$ cat src/rtl/wire_cutter.sv
// Wire-cutting puzzle: three debounced pushbuttons drive a small game FSM
// (move a cursor over five wires, cut one), plus a registered 96x64 RGB565
// pixel generator for the OLED.

// One pushbutton channel: 2-FF synchronizer, then a debouncer. The counter
// advances only while the synchronized level disagrees with the debounced
// level. `rise` is a one-cycle pulse on each debounced rising edge.
module wire_cutter_debounce #(
    parameter int DEBOUNCE_CYCLES = 200000
) (
    input  logic CLK,
    input  logic RESET,
    input  logic raw,
    output logic rise
);
    localparam int CW = (DEBOUNCE_CYCLES < 2) ? 1 : $clog2(DEBOUNCE_CYCLES + 1);

    logic [1:0]    sync;
    logic          level;
    logic [CW-1:0] cnt;

    // Synchronize, count disagreement, flip after DEBOUNCE_CYCLES cycles
    always_ff @(posedge CLK) begin
        if (RESET) begin
            sync  <= 2'b00;
            level <= 1'b0;
            cnt   <= '0;
            rise  <= 1'b0;
        end else begin
            sync <= {sync[0], raw};
            rise <= 1'b0;
            if (sync[1] == level) begin
                cnt <= '0;
            end else if (cnt == CW'(DEBOUNCE_CYCLES - 1)) begin
                level <= sync[1];
                cnt   <= '0;
                rise  <= sync[1];
            end else begin
                cnt <= cnt + 1'b1;
            end
        end
    end
endmodule

module wire_cutter #(
    parameter int DEBOUNCE_CYCLES = 200000
) (
    input  logic        CLK,
    input  logic        RESET,
    input  logic [4:0]  pb,
    input  logic        arm,
    input  logic [2:0]  wire_to_cut,
    input  logic        pausesw,
    input  logic [6:0]  x,
    input  logic [5:0]  y,
    output logic [15:0] oled_data,
    output logic [2:0]  cursor,
    output logic [1:0]  strikes,
    output logic        defused,
    output logic        exploded
);
    localparam int NUM_BTN = 3;

    typedef enum logic [1:0] {
        IDLE     = 2'd0,
        ARMED    = 2'd1,
        DEFUSED  = 2'd2,
        EXPLODED = 2'd3
    } state_t;

    localparam logic [15:0] WIRE_COLOR [5] = '{16'hF800, 16'h07E0, 16'h001F, 16'hFFE0, 16'hFFFF};

    // pb[1:0] are not wired to anything in this game
    logic unused_pb;
    assign unused_pb = ^pb[1:0];

    // Button channels: [0] LEFT, [1] RIGHT, [2] CTRL
    logic [NUM_BTN-1:0] btn_rise;

    wire_cutter_debounce #(
        .DEBOUNCE_CYCLES(DEBOUNCE_CYCLES)
    ) u_db [NUM_BTN-1:0] (
        .CLK  (CLK),
        .RESET(RESET),
        .raw  (pb[4:2]),
        .rise (btn_rise)
    );

    // Paused events are dropped outright, never held for later
    logic ev_left, ev_right, ev_ctrl;
    assign ev_left  = btn_rise[0] & ~pausesw;
    assign ev_right = btn_rise[1] & ~pausesw;
    assign ev_ctrl  = btn_rise[2] & ~pausesw;

    state_t     state, state_n;
    logic [2:0] cursor_n;
    logic [1:0] strikes_n;
    logic [4:0] cut_mask, cut_n;
    logic [2:0] target, target_n;

    // Game state register
    always_ff @(posedge CLK) begin
        if (RESET) begin
            state    <= IDLE;
            cursor   <= 3'd0;
            strikes  <= 2'd0;
            cut_mask <= 5'd0;
            target   <= 3'd0;
        end else begin
            state    <= state_n;
            cursor   <= cursor_n;
            strikes  <= strikes_n;
            cut_mask <= cut_n;
            target   <= target_n;
        end
    end

    // Next-state: arming, cursor moves, cuts and strikes. CTRL wins over
    // LEFT/RIGHT; LEFT and RIGHT together cancel out.
    always_comb begin
        state_n   = state;
        cursor_n  = cursor;
        strikes_n = strikes;
        cut_n     = cut_mask;
        target_n  = target;
        case (state)
            IDLE: begin
                if (arm && wire_to_cut >= 3'd1 && wire_to_cut <= 3'd5) begin
                    target_n  = wire_to_cut - 3'd1;
                    cut_n     = 5'd0;
                    cursor_n  = 3'd0;
                    strikes_n = 2'd0;
                    state_n   = ARMED;
                end
            end
            ARMED: begin
                if (ev_ctrl) begin
                    if (!cut_mask[cursor]) begin
                        cut_n[cursor] = 1'b1;
                        if (cursor == target) begin
                            state_n = DEFUSED;
                        end else begin
                            strikes_n = strikes + 2'd1;
                            if (strikes == 2'd2) state_n = EXPLODED;
                        end
                    end
                end else if (ev_left && !ev_right) begin
                    cursor_n = (cursor == 3'd0) ? 3'd4 : cursor - 3'd1;
                end else if (ev_right && !ev_left) begin
                    cursor_n = (cursor == 3'd4) ? 3'd0 : cursor + 3'd1;
                end
            end
            default: ;
        endcase
    end

    assign defused  = (state == DEFUSED);
    assign exploded = (state == EXPLODED);

    // Pixel generator
    logic [15:0] bg, pix;
    logic [6:0]  cur_lo;
    assign cur_lo = 7'd10 + 7'd18 * {4'd0, cursor};

    // Background by state, wires over it (with a gap where cut), cursor bar last
    always_comb begin
        case (state)
            DEFUSED:  bg = 16'h0400;
            EXPLODED: bg = 16'h8000;
            default:  bg = 16'h0000;
        endcase
        pix = bg;
        if (state != IDLE && y >= 6'd8 && y <= 6'd55) begin
            for (int i = 0; i < 5; i++) begin
                if (x >= 7'(10 + 18 * i) && x <= 7'(13 + 18 * i) &&
                    !(cut_mask[i] && y >= 6'd28 && y <= 6'd35))
                    pix = WIRE_COLOR[i];
            end
        end
        if (state == ARMED && y >= 6'd58 && y <= 6'd61 &&
            x >= cur_lo && x <= cur_lo + 7'd3)
            pix = 16'h07FF;
    end

    // Registered pixel output
    always_ff @(posedge CLK) begin
        if (RESET) oled_data <= 16'h0000;
        else       oled_data <= pix;
    end
endmodule
$ cat config.mk
export PLATFORM = sky130hd
export DESIGN_NAME = wire_cutter
export DESIGN_NICKNAME = d
export VERILOG_FILES = /design/src/rtl/wire_cutter.sv
export SDC_FILE = /design/constraint.sdc
export NUM_CORES = 1
export LEC_CHECK = 0
export BUFFER_PORTS_ARGS = -buffer_cell sky130_fd_sc_hd__buf_2
export CAP_MARGIN = 30
export CORE_MARGIN = 2
export CORE_UTILIZATION = 53
export CTS_CLUSTER_DIAMETER = 80
export DETAILED_ROUTE_END_ITERATION = 7
export PLACE_DENSITY = 0.76
export SLEW_MARGIN = 20
export SYNTH_ARGS = -nofsm -noshare
export SYNTH_HDL_FRONTEND = slang
export SYNTH_SLANG_ARGS = --single-unit
export TNS_END_PERCENT = 30
$ cat constraint.sdc
create_clock -name CLK -period 2.8 [get_ports CLK]
set_input_delay 0.56 -clock CLK [delete_from_list [all_inputs] [get_ports CLK]]
set_output_delay 0.56 -clock CLK [all_outputs]
set_load 0.01 [all_outputs]
# After elaboration in Yosys (flattened, before gate mapping)
# Index checks and enable logic that the tools add are counted.
[totals] register_bits=97 elab_cells=172
[op_classes] add_sub_neg=9 mul=1 magnitude_cmp=22 n_eq_ne=19 n_mux=34 bitwise=11 reduce_logical=57
[ops] op="$mux W16" n=6
[ops] op="$add A18 B1 Y18 const B" n=3
[ops] op="$eq A18 B18 Y1 const B" n=3
[ops] op="$pmux W16 S2" n=1
[ops] op="$logic_and A1 B1 Y1" n=31
[ops] op="$le A6 B6 Y1 const B" n=3
[ops] op="$mux W2" n=9
[ops] op="$mux W3" n=6
[ops] op="$reduce_or A3 Y1" n=6
[ops] op="$mux W5" n=3
[ops] op="$ge A7 B7 Y1 const B" n=2
[ops] op="$le A7 B7 Y1 const B" n=2
[ops] op="$mux W11" n=1
[ops] op="$ne A2 B2 Y1 const B" n=5
[ops] op="$pmux W5 S2" n=1
[ops] op="$reduce_and A5 Y1" n=2
[ops] op="$pmux W2 S2" n=2
[ops] op="$reduce_and A2 Y1" n=4
[ops] op="$reduce_and A4 Y1" n=2
[ops] op="$add A4 B7 Y7 const A" n=1
[ops] op="$add A7 B2 Y7 const B" n=1
[ops] op="$ge A7 B4 Y1 const B" n=1
[ops] op="$ge A7 B5 Y1 const B" n=1
[ops] op="$ge A7 B6 Y1 const B" n=1
[ops] op="33 further kinds" n=56

# Longest topological paths before layout
[depth] word_depth=12 mapped_depth=13 mapped_depth_nobuf=13

# Hierarchy
# Synthesis repeated with hierarchy kept, for this count alone.
[hier_totals] hier_cells=562 area_unflattened_um2=4843.4
[modules_own_cells] mod="wire_cutter_debounce at u_db[0] ..." n_inst=2 cells_per_inst=112 area_per_inst_um2=996.0
[modules_own_cells] mod="wire_cutter" n_inst=1 cells_per_inst=227 area_per_inst_um2=1854.3
[modules_own_cells] mod="wire_cutter_debounce at u_db[2]" n_inst=1 cells_per_inst=111 area_per_inst_um2=997.2

# Worst setup path after synthesis
# No wires, ideal clock.
[synth_timing] path_kind="register -> register" from="register cursor[2]" to="register oled_data[10]" setup_time_ns=0.079 arrival_ns=2.900 slack_ns=-0.179 stages_incl_launch_ff=13 synth_period_minus_slack_ns=2.979 path_cell_list="dfxtp_1 -> inv_1 -> ha_1 -> nor3b_1 -> nor2_1 -> nor2_1 -> and4_1 -> xor2_1 -> ha_1 -> nand3_1 -> or4b_1 -> a221o_1 -> o211ai_1"
[synth_between] elab_chain_cells=6 word_cells_on_any_way=8 cone_classes="add/sub (2); mul (1); order compare (2); mux (1); reduce/logical (2)"
[synth_rtl] item="start, declared" line_no="57" source="output logic [2:0] cursor,"
[synth_rtl] item="start signal, assigned" line_no="111" source="cursor <= cursor_n;"
[synth_rtl] item="$mul A4 B3 Y6 (*)" line_no="163" source="assign cur_lo = 7'd10 + 7'd18 * {4'd0, cursor};"
[synth_rtl] item="$add A4 B7 Y7 (*)" line_no="163"
[synth_rtl] item="$add A7 B2 Y7 or $ge A7 B7 Y1 (tied branches)" line_no="181" source="x >= cur_lo && x <= cur_lo + 7'd3)"
[synth_rtl] item="$le A7 B7 Y1 or $logic_and A1 B1 Y1 (tied branches)" line_no="181, 180"
[synth_rtl] item="$logic_and A1 B1 Y1 (*)" line_no="181"
[synth_rtl] item="$mux W11 (*)" line_no="180" source="if (state == ARMED && y >= 6'd58 && y <= 6'd61 &&"
[synth_rtl] item="end signal, assigned" line_no="188" source="else oled_data <= pix;"
[synth_rtl] item="end, declared" line_no="56" source="output logic [15:0] oled_data,"
# Mark *: on every way between the ends. The rest lies on a longest branch, timed or not.
# A chain may end at the register's enable or synchronous reset.

# Worst setup path after layout
[layout_timing] from="register cursor[2]" to="register oled_data[9]"
# The elaborated chain is that of the path after synthesis.

==> out/metrics.cfg <==
[outcome]
run_status=finished clean

[setup_path]
critPathMostFrequentCell=sky130_fd_sc_hd__nor2_1
setup.worst_path.class=reg2reg
cp_slowest_stage_delay_ns=0.48
crit_path_cell_trace=inv_2 -> ha_4 -> nor3b_2 -> nor2_1 -> nor2_1 -> and4_1 -> xor2_1 -> ha_1 -> nand3_2 -> or4b_1 -> a221o_1 -> a21oi_1
cp_top_family=simple AND/OR/NAND/NOR gates
worstPathBufferInverterCount=1
timing.reg2reg.worst_path_depth=12
cp.arrival_ns=2.98
required_ns=3.07
crit_path_top_delay_cell=sky130_fd_sc_hd__or4b_1
timing.reg2reg.setup_slack_ns=0.09
crit_path_end_kind=flop
critical_path.reg2reg.startpoint=cursor[2]$_SDFFE_PP0P_
critical_path.reg2reg.endpoint=oled_data[9]$_SDFF_PP0_
start_kind=flop
worst-path-max-fanout=3

[finish]
final_design_area_no_fill_um2=5100
fraction_of_layout_cells_with_a_size_suffix_above_1_pct=17.1
area_delta_synth_final_pct=13.0
antenna-diode-count=0
instances_no_fill=667
layout_fillers=722
design.final.nets=611

[grt]
grt_first_pass_wirelength_um=14400
grtUsageTotal_pct=19.7
grt_antenna_before_repair=0
first_global_vias=3307
pin_count_of_the_biggest_net_entering_global_routing=34
overflow=0

[timing]
setup_slack_ns=0.0935
report.final.setup_viol=0
max_slew_margin_pct=52.2
timing.final.crit_share_pct=96.7
worst_pin_slew_ns=0.715
setup_tns_ns=0
clock_skew_ns=0.0100
slew_violations=0
endpoints_failing_hold=0
timing.final.crit_period_ns=2.71
maxClockFrequency_mhz=369

[clocking]
cts_tree=built
clk_path_buf_depth=2
cts_made_buffers=9
clock_tree.htree_level_count=3
clockRootBuffer=sky130_fd_sc_hd__clkbuf_8
clk_latency_ns=0.35
cts.sink_count=86
holdBufCountCts=0
clk_transition_reported_paths_ns=0.08

[yosys]
synth_enable_flop_cells=0
synth_top_area_share_pct=38.1
netlist-cell-type-count=61
synth.ff_latch_count=86
post_synth.cell_area_avg_um2=8.85
post_synth_instance_area_um2=4510
synthCells=510
synth-seq-area-share_pct=38.1
synth.net_count=563
yosys_warnings=0
postSynth.topFlopCell=sky130_fd_sc_hd__dfxtp_1
asyncSetResetFlopFracSynth_pct=0
synth.top_cells.by_area=sky130_fd_sc_hd__dfxtp_1 38%, sky130_fd_sc_hd__ha_1 7.8%, sky130_fd_sc_hd__xnor2_1 7.4%
yosys.area.top_type=sky130_fd_sc_hd__dfxtp_1

[floorplanning]
die_height_um=96.3
fp.dieArea_um2=9270
initial_cell_density_of_the_core_pct=54.9
die_width_um=96.3
core_um2=8220
placementRows=33
pin_count=48

[routing]
first_iter_violations=142
dr.pass1.iters=4
avgRoutedWirePerCell_um=13.3
vias=3667
drt.antenna.violating_nets=0
vias_per_cell=5.50
drt_wl_total_um=8850
drc_errors=0

[min_path]
hold_path.class=in2reg
min_from=pb[3]
hold-path-endpoint=u_db[1].sync[0]$_SDFF_PP0_
hold-path-cell-count=2

[pwr]
static-leakage-power_nw=1.90
ir_worst_vdd_v=0.000293
p_per_area_nw_per_um2=427

[placement]
placement.cell_area_um2=4830
dp_cells=650
place.gp.congestion=0.849
dp_hpwl_um=6300
place_worst_setup_slack_ns=-0.0268
portBuffers=44

[flow_run]
max_cap_viol_count=0

==> state kept, by name (all words and copies together), names as in the netlist <==
signal	flops
strikes	2
oled_data	5
cut_mask	5
state	2
u_db.rise	3
target	3
cursor	3
u_db.sync	6
u_db.cnt	54
u_db.level	3
==> final cells by class <==
class / instances / area [µm²] / share of cell area (%)
Clock buffer: 11 / 131 / 2.58
Clock inverter: 4 / 25.0 / 0.491
Inverter: 21 / 78.8 / 1.55
Multi-Input combinational cell: 383 / 2680 / 52.5
Sequential cell: 86 / 1730 / 34.0
Tap cell: 105 / 131 / 2.58
Timing Repair Buffer: 57 / 325 / 6.38
==> report_power, final <==
| part | internal, W | switching, W |
|---|---|---|
| Combinational | 0.0000794 | 0.000116 |
| Clock | 0.000315 | 0.000421 |
| Sequential | 0.00124 | 0.0000131 |
==> synthesized netlist by cell type (all sizes together), types with 3 or more instances <==
library cell / instances
a211oi: 4
a21oi: 13
a41oi: 5
and2: 10
and3: 11
buf: 15
clkbuf: 5
dfxtp: 86
ha: 28
inv: 21
mux2i: 3
nand2: 28
nand2b: 4
nand3: 23
nand4: 10
nor2: 82
nor2b: 9
nor3: 16
nor3b: 3
nor4: 9
nor4b: 8
o211ai: 3
o21ai: 9
or3: 4
xnor2: 38
xor2: 25
==> routing by layer <==
layer | vias to the layer above | part of all wire (%) | GRT usage [%]
met5 | - | 0 | 0
met1 | 1704 | 46 | 24.2
met3 | 7 | 4.8 | 5.01
met2 | 94 | 48 | 34.3
met4 | 0 | 0.73 | 4.69
li1 | 1862 | - | -
==> cell families (layout without fill, tap and decap cells) <==
group | count (synthesis) | after routing | share of synthesized area [%]
and+or+nand+nor | 233 | 233 | 27.2
DFF | 86 | 86 | 38.1
xor gates and xnor gates | 63 | 63 | 12.2
AOI/OAI and AO/OA | 53 | 53 | 8.56
buffers and inverters | 41 | 93 | 4.43
adders and majority gates | 28 | 28 | 7.76
muxes | 6 | 6 | 1.66
==> how the worst max path moves through the flow <==
| stage | start | end | slack (ns) | cells after the start |
|---|---|---|---|---|
| after detailed placement | cursor[1]$_SDFFE_PP0P_ | oled_data[10]$_SDFF_PP0_ | -0.03 | 10 |
| after CTS | cursor[2]$_SDFFE_PP0P_ | oled_data[10]$_SDFF_PP0_ | 0.01 | 12 |
| final | cursor[2]$_SDFFE_PP0P_ | oled_data[9]$_SDFF_PP0_ | 0.09 | 12 |
| after global placement | cursor[2]$_SDFFE_PP0P_ | oled_data[10]$_SDFF_PP0_ | 0.03 | 12 |
| after floorplan | cursor[2]$_SDFFE_PP0P_ | oled_data[10]$_SDFF_PP0_ | 0.02 | 12 |
| after global routing | cursor[2]$_SDFFE_PP0P_ | oled_data[10]$_SDFF_PP0_ | -0.01 | 12 |
==> metrics by stage <==
step	utilization (%)	hold WS (ns)	power, W
floorplan	-	0.413	0.00141
global placement	58.8	0.416	0.00146
detailed placement	58.8	0.423	0.00147
CTS	61.1	0.399	0.00219
global route	62.1	0.407	0.00228
finish	62.1	0.419	0.00218
==> layout by cell type, fill, tap and decap left out, drive strengths merged, types with 10 or more instances in the layout <==
cell type,count
dfxtp,86
nor2,82
buf,57
xnor2,38
nand2,28
ha,28
xor2,25
nand3,23
inv,21
nor3,16
a21oi,13
and3,11
clkbuf,11
nand4,10
and2,10
==> repair_timing <==
item | 4_1_cts | 5_1_grt
pin swaps | 3 | 9
resized for setup | 4 | 14
endpoints found under the setup margin | 3 | 3
buffers inserted | 1 | 1
cloned | 0 | 0
No activity file was read; power rests on OpenSTA's default activity.
